## src/rtl/bist_pkg.sv

```systemverilog
// Shared types and default sizing for the BIST session scheduler.
// One pattern generator/MISR pair is time-shared across several CUTs.
package bist_pkg;

   localparam int DEF_N_CUT     = 4;
   localparam int DEF_PAT_COUNT = 15;
   localparam int DEF_SIG_W     = 4;

   typedef enum logic [2:0] {
      ST_IDLE,
      ST_INIT,
      ST_RUN,
      ST_CAPTURE,
      ST_DONE
   } state_t;

endpackage

```

## src/rtl/bist_prio_enc.sv

```systemverilog
// Lowest-set-bit priority encoder used to pick the next CUT.
// Purely combinational; o_valid flags a non-empty mask.
module bist_prio_enc #(
   parameter int N = 4,
   parameter int W = 2
) (
   input  logic [N-1:0] i_mask,
   output logic [W-1:0] o_idx,
   output logic         o_valid
);

   always_comb begin
      o_idx = '0;
      for (int i = N - 1; i >= 0; i--) begin
         if (i_mask[i]) o_idx = W'(i);
      end
   end

   assign o_valid = |i_mask;

endmodule

```

## src/rtl/bist_session_scheduler.sv

```systemverilog
// Sequences INIT/RUN/CAPTURE over each enabled CUT in index order
// and records a per-CUT pass/fail flag from the shared MISR.
module bist_session_scheduler
   import bist_pkg::*;
#(
   parameter int N_CUT     = DEF_N_CUT,
   parameter int PAT_COUNT = DEF_PAT_COUNT,
   parameter int SIG_W     = DEF_SIG_W,
   localparam int SEL_W    = (N_CUT > 1) ? $clog2(N_CUT) : 1,
   localparam int CNT_W    = $clog2(PAT_COUNT + 1)
) (
   input  logic                   clock,
   input  logic                   reset,
   input  logic                   start,
   input  logic                   abort,
   input  logic [N_CUT-1:0]       cut_en,
   input  logic [SIG_W-1:0]       misr_sig,
   input  logic [N_CUT*SIG_W-1:0] golden_sigs,
   output logic [SEL_W-1:0]       cut_sel,
   output logic                   lfsr_load,
   output logic                   lfsr_en,
   output logic                   misr_clr,
   output logic                   misr_en,
   output logic                   testmode,
   output logic                   busy,
   output logic                   done,
   output logic [N_CUT-1:0]       fail_vec,
   output logic                   fault_detected
);

   state_t             r_state;
   state_t             w_next;
   logic [N_CUT-1:0]   r_pend;
   logic [SEL_W-1:0]   r_sel;
   logic [CNT_W-1:0]   r_cnt;
   logic [N_CUT-1:0]   r_fail;
   logic               r_fault;

   logic [N_CUT-1:0]   w_rem;
   logic [N_CUT-1:0]   w_enc_in;
   logic [SEL_W-1:0]   w_idx;
   logic               w_valid;
   logic               w_mis;
   logic [N_CUT-1:0]   w_fail_nx;
   logic               w_accept;
   logic               w_last;

   assign w_rem    = r_pend & ~(N_CUT'(1) << r_sel);
   // IDLE picks the first CUT from cut_en; afterwards from what remains.
   assign w_enc_in = (r_state == ST_IDLE) ? cut_en : w_rem;
   assign w_mis    = misr_sig != golden_sigs[SIG_W*r_sel +: SIG_W];
   assign w_accept = start && !abort;
   assign w_last   = r_cnt == CNT_W'(PAT_COUNT - 1);

   bist_prio_enc #(
      .N (N_CUT),
      .W (SEL_W)
   ) u_enc (
      .i_mask  (w_enc_in),
      .o_idx   (w_idx),
      .o_valid (w_valid)
   );

   always_comb begin
      w_fail_nx        = r_fail;
      w_fail_nx[r_sel] = w_mis;
   end

   always_ff @(posedge clock) begin
      if (reset) r_state <= ST_IDLE;
      else       r_state <= w_next;
   end

   always_comb begin
      w_next = r_state;
      unique case (r_state)
         ST_IDLE: begin
            if (w_accept) w_next = w_valid ? ST_INIT : ST_DONE;
         end
         ST_INIT: begin
            w_next = abort ? ST_IDLE : ST_RUN;
         end
         ST_RUN: begin
            if (abort)       w_next = ST_IDLE;
            else if (w_last) w_next = ST_CAPTURE;
         end
         ST_CAPTURE: begin
            if (abort)        w_next = ST_IDLE;
            else if (w_valid) w_next = ST_INIT;
            else              w_next = ST_DONE;
         end
         ST_DONE: w_next = ST_IDLE;
         default: w_next = ST_IDLE;
      endcase
   end

   always_ff @(posedge clock) begin
      if (reset) begin
         r_pend  <= '0;
         r_sel   <= '0;
         r_cnt   <= '0;
         r_fail  <= '0;
         r_fault <= 1'b0;
      end else begin
         unique case (r_state)
            ST_IDLE: begin
               if (w_accept) begin
                  r_pend  <= cut_en;
                  r_fail  <= '0;
                  r_fault <= 1'b0;
                  if (w_valid) r_sel <= w_idx;
               end
            end
            ST_INIT: r_cnt <= '0;
            ST_RUN:  r_cnt <= r_cnt + CNT_W'(1);
            ST_CAPTURE: begin
               if (!abort) begin
                  r_fail  <= w_fail_nx;
                  r_fault <= |w_fail_nx;
                  r_pend  <= w_rem;
                  if (w_valid) r_sel <= w_idx;
               end
            end
            default: ;
         endcase
      end
   end

   assign lfsr_load      = r_state == ST_INIT;
   assign misr_clr       = r_state == ST_INIT;
   assign lfsr_en        = r_state == ST_RUN;
   assign misr_en        = r_state == ST_RUN;
   assign busy           = (r_state == ST_INIT) || (r_state == ST_RUN) ||
                           (r_state == ST_CAPTURE);
   assign testmode       = busy;
   assign done           = r_state == ST_DONE;
   assign cut_sel        = r_sel;
   assign fail_vec       = r_fail;
   assign fault_detected = r_fault;

endmodule

```

## config.mk

```make
export PLATFORM = sky130hd
export DESIGN_NAME = bist_session_scheduler
export DESIGN_NICKNAME = d
export VERILOG_FILES = /design/src/rtl/bist_pkg.sv /design/src/rtl/bist_prio_enc.sv /design/src/rtl/bist_session_scheduler.sv
export SDC_FILE = /design/constraint.sdc
export NUM_CORES = 1
export LEC_CHECK = 0
export CAP_MARGIN = 20
export CORE_ASPECT_RATIO = 1.25
export CORE_UTILIZATION = 44
export DETAILED_ROUTE_END_ITERATION = 10
export GPL_TIMING_DRIVEN = 0
export PLACE_DENSITY = 0.87
export RECOVER_POWER = 100
export SLEW_MARGIN = 30
export SYNTH_ARGS = -nofsm -noshare
export SYNTH_HDL_FRONTEND = slang
export SYNTH_SLANG_ARGS = --single-unit
```

## constraint.sdc

```tcl
create_clock -name clock -period 2.7 [get_ports clock]
set_input_delay 0.54 -clock clock [delete_from_list [all_inputs] [get_ports clock]]
set_output_delay 0.54 -clock clock [all_outputs]
set_load 0.01 [all_outputs]
```

Word-level counts from Yosys, hierarchy flattened
Cells that the tools add are included.

storage, ports and cells
  output and inout port bits = 14
  memory bits (read-only) = 0
  RAM bits = 0
  memories kept = 0
  latch bits = 0
  word-level logic and storage cells = 63
  input port bits = 28
  register bits after elaboration = 18

cells by class
  reduce and logical (&&, ||, !) cells = 12
  $lt $le $gt $ge = 2
  multiplexer cells = 29
  multiply operators = 0
  shift-type cells = 2
  add/sub/neg operators = 1
  eq/ne operators = 9
  bitwise operators = 2
  divide/modulo/power cells = 0

operators with widths
  cell                                                   count
  case mux 4 bit (2 select lines)                        3
  two-way mux 4 bit                                      5
  two-way mux 2 bit                                      8
  variable part select 16 x 5 -> 4 bit                   1
  two-way mux 3 bit                                      5
  case mux 3 bit (4 select lines)                        1
  OR reduction 4 bit                                     2
  equality test 3 x 2 -> 1 bit, second input constant    2
  adder 4 x 1 -> 4 bit, second input constant            1
  bitwise AND 4 bit                                      1
  bitwise mux 4 bit                                      1
  equality test 4 bit, second input constant             1
  inequality test 2 bit, second input constant           2
  inequality test 4 bit                                  1
  NOT 4 bit                                              1
  case mux 2 bit (2 select lines)                        1
  nonzero test 2 bit                                     2
  << shifter 1 x 2 -> 4 bit, first input constant        1
  equality test 3 x 1 -> 1 bit, second input constant    1
  equality test 3 bit, second input constant             1
  zero test 3 bit                                        1
  < comparator 2 x 3 -> 1 bit, second input constant     1
  two-way mux 1 bit                                      3
  inequality test 3 x 2 -> 1 bit, second input constant  1
  8 further kinds                                        10

Logic depth before layout (Yosys ltp)
  depth in word-level cells = 11
  gate-level depth with buffers = 7

By module
A second synthesis with hierarchy kept.

unflattened totals
  cell total of the unflattened synthesis = 156
  area, all modules = 1247.4 µm²

by module, submodules not included
  module                  cells each  instances  area an instance (µm²)
  bist_session_scheduler  149         1          1212.4
  bist_prio_enc           7           1          35.0

Least setup slack after synthesis
Ideal clock, no wire load.

  path kind = register to register
  start = reg r_sel[0], in the netlist cut_sel[0]
  end = reg r_fail[0], in the netlist fail_vec[0]
  period minus slack after synthesis = 1.998 ns
  stages on the path, launching flop included = 7
  slack = 0.702 ns
  data required time = 2.616 ns
  data arrival time = 1.913 ns
  path buffers = 1
  path through = dfxtp_1 -> buf_6 -> mux4_2 -> xor2_1 -> nor4_1 -> or4_4 -> o31ai_2

between the ends
  cells in the longest elaborated chain, start to end = 7
  elaborated cells on any way between the ends = 10
  those cells by class = order compare: 2; eq/ne: 1; shift: 1; mux: 5; reduce/logical: 1

ends and longest elaborated chain
  element                                                                                       RTL line                       source
  start, declared                                                                               bist_session_scheduler.sv:34   logic [SEL_W-1:0] r_sel;
  start signal, assigned                                                                        bist_session_scheduler.sv:111  if (w_valid) r_sel <= w_idx;
  start signal, assigned                                                                        bist_session_scheduler.sv:121  if (w_valid) r_sel <= w_idx;
  parallel branches: the longest is 4 deep, another holds variable part select 16 x 5 -> 4 bit  -
  bitwise mux 4 bit *                                                                           bist_session_scheduler.sv:66   w_fail_nx[r_sel] = w_mis;
  two-way mux 4 bit *                                                                           bist_session_scheduler.sv:117  if (!abort) begin
  case mux 4 bit (2 select lines) *                                                             bist_session_scheduler.sv:105  unique case (r_state)
  end signal, assigned                                                                          bist_session_scheduler.sv:118  r_fail <= w_fail_nx;
  end, declared                                                                                 bist_session_scheduler.sv:36   logic [N_CUT-1:0] r_fail;

Every way passes the cells marked *. The select of a mux whose other input is x is not followed.
A chain may end at the register's enable or synchronous reset.

Worst setup path after layout
  start = reg r_state[2]
  end = out misr_en

between the ends
  cells in the longest elaborated chain, start to end = 1

ends and longest elaborated chain
  element                       RTL line                       source
  start, declared               bist_session_scheduler.sv:31   state_t r_state;
  start signal, assigned        bist_session_scheduler.sv:71   else r_state <= w_next;
  equality test 3 x 2 -> 1 bit  bist_session_scheduler.sv:132  assign misr_en = r_state == ST_RUN;
  end, declared                 bist_session_scheduler.sv:23   output logic misr_en,

Every way passes these cells.

==> run metrics <==
status=complete, no violations; TritonCTS buffer count=3; fillers=214; DP Worst Slack=0.1193 ns; CTS sink count=18; Chip Height=59.99 µm; Setup crit start kind=register; reg2reg end=fail_vec[2]$_SDFFE_PP0P_; Post-synth EDFFs=0; via count=1247; Final ANT Viol Nets=0; routed len/inst=14.55 µm; # rows=20; initial antenna violation count=0; R2R Path Start=cut_sel[0]$_SDFFE_PP0P_; RePlAce Congestion=0.9574; 1st-iter DRT viols=34; pin count of the biggest net entering global routing=11; Final setup viols=0; die area=2903 µm²; family with the most delay on the worst path=buffers and inverters; vias in the first global route=1148; CP max FO=10; critical path depth=4; hold_buf cts=0; Final nets=218; worst setup margin=0.2062 ns; dominant cells by area after synthesis=dfxtp_1 (30%), mux4_1 (6.7%), a21oi_1 (5.1%); Final Cycle Share=92.36%; Routed Wire Length=3.201 mm; max_cap viols=0; leakage=0.6718 nW; Ys Warns=0; Post-synth top flop=dfxtp_1; end of the worst hold path=r_pend[3]$_SDFFE_PP0P_; WHS Path Cells=2; pwr/cell area=400.5 nW/µm²; maximum vdd drop=0.0002952 V; Hold Vio Cnt, Final=0; clk buf depth=2; fmax=401.0 MHz; Slew HR=65.26%; Hold Crit Class=reg -> reg; Worst-Margin Slew=0.5163 ns; worst hold start=r_pend[3]$_SDFFE_PP0P_; layout cells sized above 1=10.70%; gr usage total=23.04%; slowest stage delay, CP=0.52 ns; crit path time final=2.494 ns; average size of a mapped cell=8.455 µm²; asr flop ratio synth=0%; cell taking the most area after synthesis=dfxtp_1; dpl hpwl=2.466 mm; Clock transition at path regs=0.11 ns; first-pass GRT wire length=5.112 mm; vias per std cell=5.668; Worst R2R Setup Slack=0.48 ns; Worst R2R Path Depth=5; Post-synth top cells=dfxtp_1 (18), nor2_1 (14), a21oi_1 (12); H-tree Lvls=1; # DRC=0; Worst-Skew Late Latency=0.30 ns; Area Growth Syn to Fin=42.92%; max-slew violations=0; CTS tree=done; n_diodes=0; CP max stage cell=clkdlybuf4s50_1; Clock Skew=0.01098 ns; most frequent cell after synthesis=dfxtp_1; Distinct cells, synth=47; I/O pin cnt=42; unrepaired setup endpoints after global routing=false; Post-Syn Instances=140; Worst Path Required=2.16 ns; global route total overflow=0; CP arrival=1.95 ns; Root Buffer=clkbuf_4; core area=2502 µm²; input/output buffers=40; mapped cell area=1184 µm²; Seq/Total Area, Yosys=30.44%; Syn Nets=170; starting density of the core=47.30%; post-synth top area share=30.44%; DRT Pass-1 Iters=4; crit-path cells=clkbuf_1 > nor3b_4 > clkbuf_4 > clkdlybuf4s50_1; setup TNS=0 ns; critical path class=reg -> out; number of synthesized register bits=18; die width=48.39 µm; critical path capture point type=output port; sum of buffers and inverters on the critical path=3
## metal layers
layer | global-route usage, % | share of wire, % | up-vias
li1 | - | - | 605
met1 | 25.27 | 41 | 595
met2 | 44.67 | 54 | 41
met3 | 4.326 | 4.1 | 6
met4 | 7.983 | 1.5 | 0
met5 | 0 | 0 | -
## timing repair
item / CTS / global route
pin swaps: 0 / 0
endpoints found under the setup margin: 1 / 2
gates resized for setup: 1 / 3
setup buffers: 0 / 3
## layout make-up
cell class,count,area (µm²),area share [%]
inverter,6,22.52,1.331
tap,33,41.29,2.441
multi-input combinational,105,744.5,44.01
sequential,18,360.3,21.30
clock buffer,4,36.28,2.145
timing repair buffer,43,422.9,25.00
buffer,11,63.81,3.772
## state kept, by name (all words and copies together) (netlist names)
name,count
r_cnt,4
fault_detected,1
r_state,3
r_pend,4
cut_sel,2
fail_vec,4
## cells in the final DEF (no fill, tap or decap), types with 2 or more instances in the layout
cell             instances
dlygate4sd3_1           14
nand3b_1                 4
inv_1                    6
nand3_1                  2
o21ai_0                  7
nand2b_1                 2
dfxtp_1                 18
a21oi_1                 12
nor4_1                   2
buf_2                    2
nor2b_1                  6
mux4_1                   3
and3_1                   2
xor2_1                   4
buf_4                    2
nor2_1                  14
clkbuf_1                 4
nor3_1                   5
ha_1                     2
clkbuf_4                 7
a2bb2oi_1                2
a22oi_1                  2
nand2_1                 10
clkdlybuf4s50_1         26
o21bai_1                 2
## stage by stage
step	instance area, µm²	hold slack (ns)	util, %	power (W)	cells
CTS	1668	0.4951	66.65	0.0006835	217
floorplan	1184	0.4620	-	0.0004195	140
global placement	1625	0.4756	64.95	0.0005058	213
detailed placement	1625	0.4831	64.95	0.0005152	213
global route	1692	0.5210	67.60	0.0007118	220
finish	1692	0.4996	67.60	0.0006774	220
## how the worst max path moves through the flow
stage	start	to	slack, ns
after floorplan	cut_sel[0]$_SDFFE_PP0P_	fail_vec[0]$_SDFFE_PP0P_	0.70
after global placement	golden_sigs[4]	fail_vec[2]$_SDFFE_PP0P_	0.16
after detailed placement	golden_sigs[5]	fail_vec[2]$_SDFFE_PP0P_	0.12
after CTS	r_state[1]$_SDFFE_PP0P_	misr_en	0.05
after global routing	r_state[2]$_SDFFE_PP0P_	misr_en	0.08
final	r_state[2]$_SDFFE_PP0P_	misr_en	0.21
## worst reg2reg max path: cells and delay by family (launching register included)
kind             cells  cell delay, ns
AND/OR/NAND/NOR      2            0.78
XOR/XNOR             1            0.16
multiplexers         1            0.61
AO/OA/AOI/OAI        1            0.11
flip-flops           1            0.46
## report_power, final
| part | internal [W] | switching [W] |
|---|---|---|
| Clock | 0.0000822 | 0.0000843 |
| Sequential | 0.000276 | 0.00000843 |
| Combinational | 0.000120 | 0.000107 |
## cell families (layout without fill, tap and decap cells)
family,Yosys count,after routing,share of synthesized area (%)
AND/OR/NAND/NOR,55,55,25.27
AO/OA/AOI/OAI,37,37,20.83
flip-flops,18,18,30.44
buffers and inverters,17,64,7.293
multiplexers,6,6,10.36
XOR/XNOR,5,5,3.700
adder cells (fa/ha/maj),2,2,2.114
Note: power is estimated with default switching activity, not from simulation.
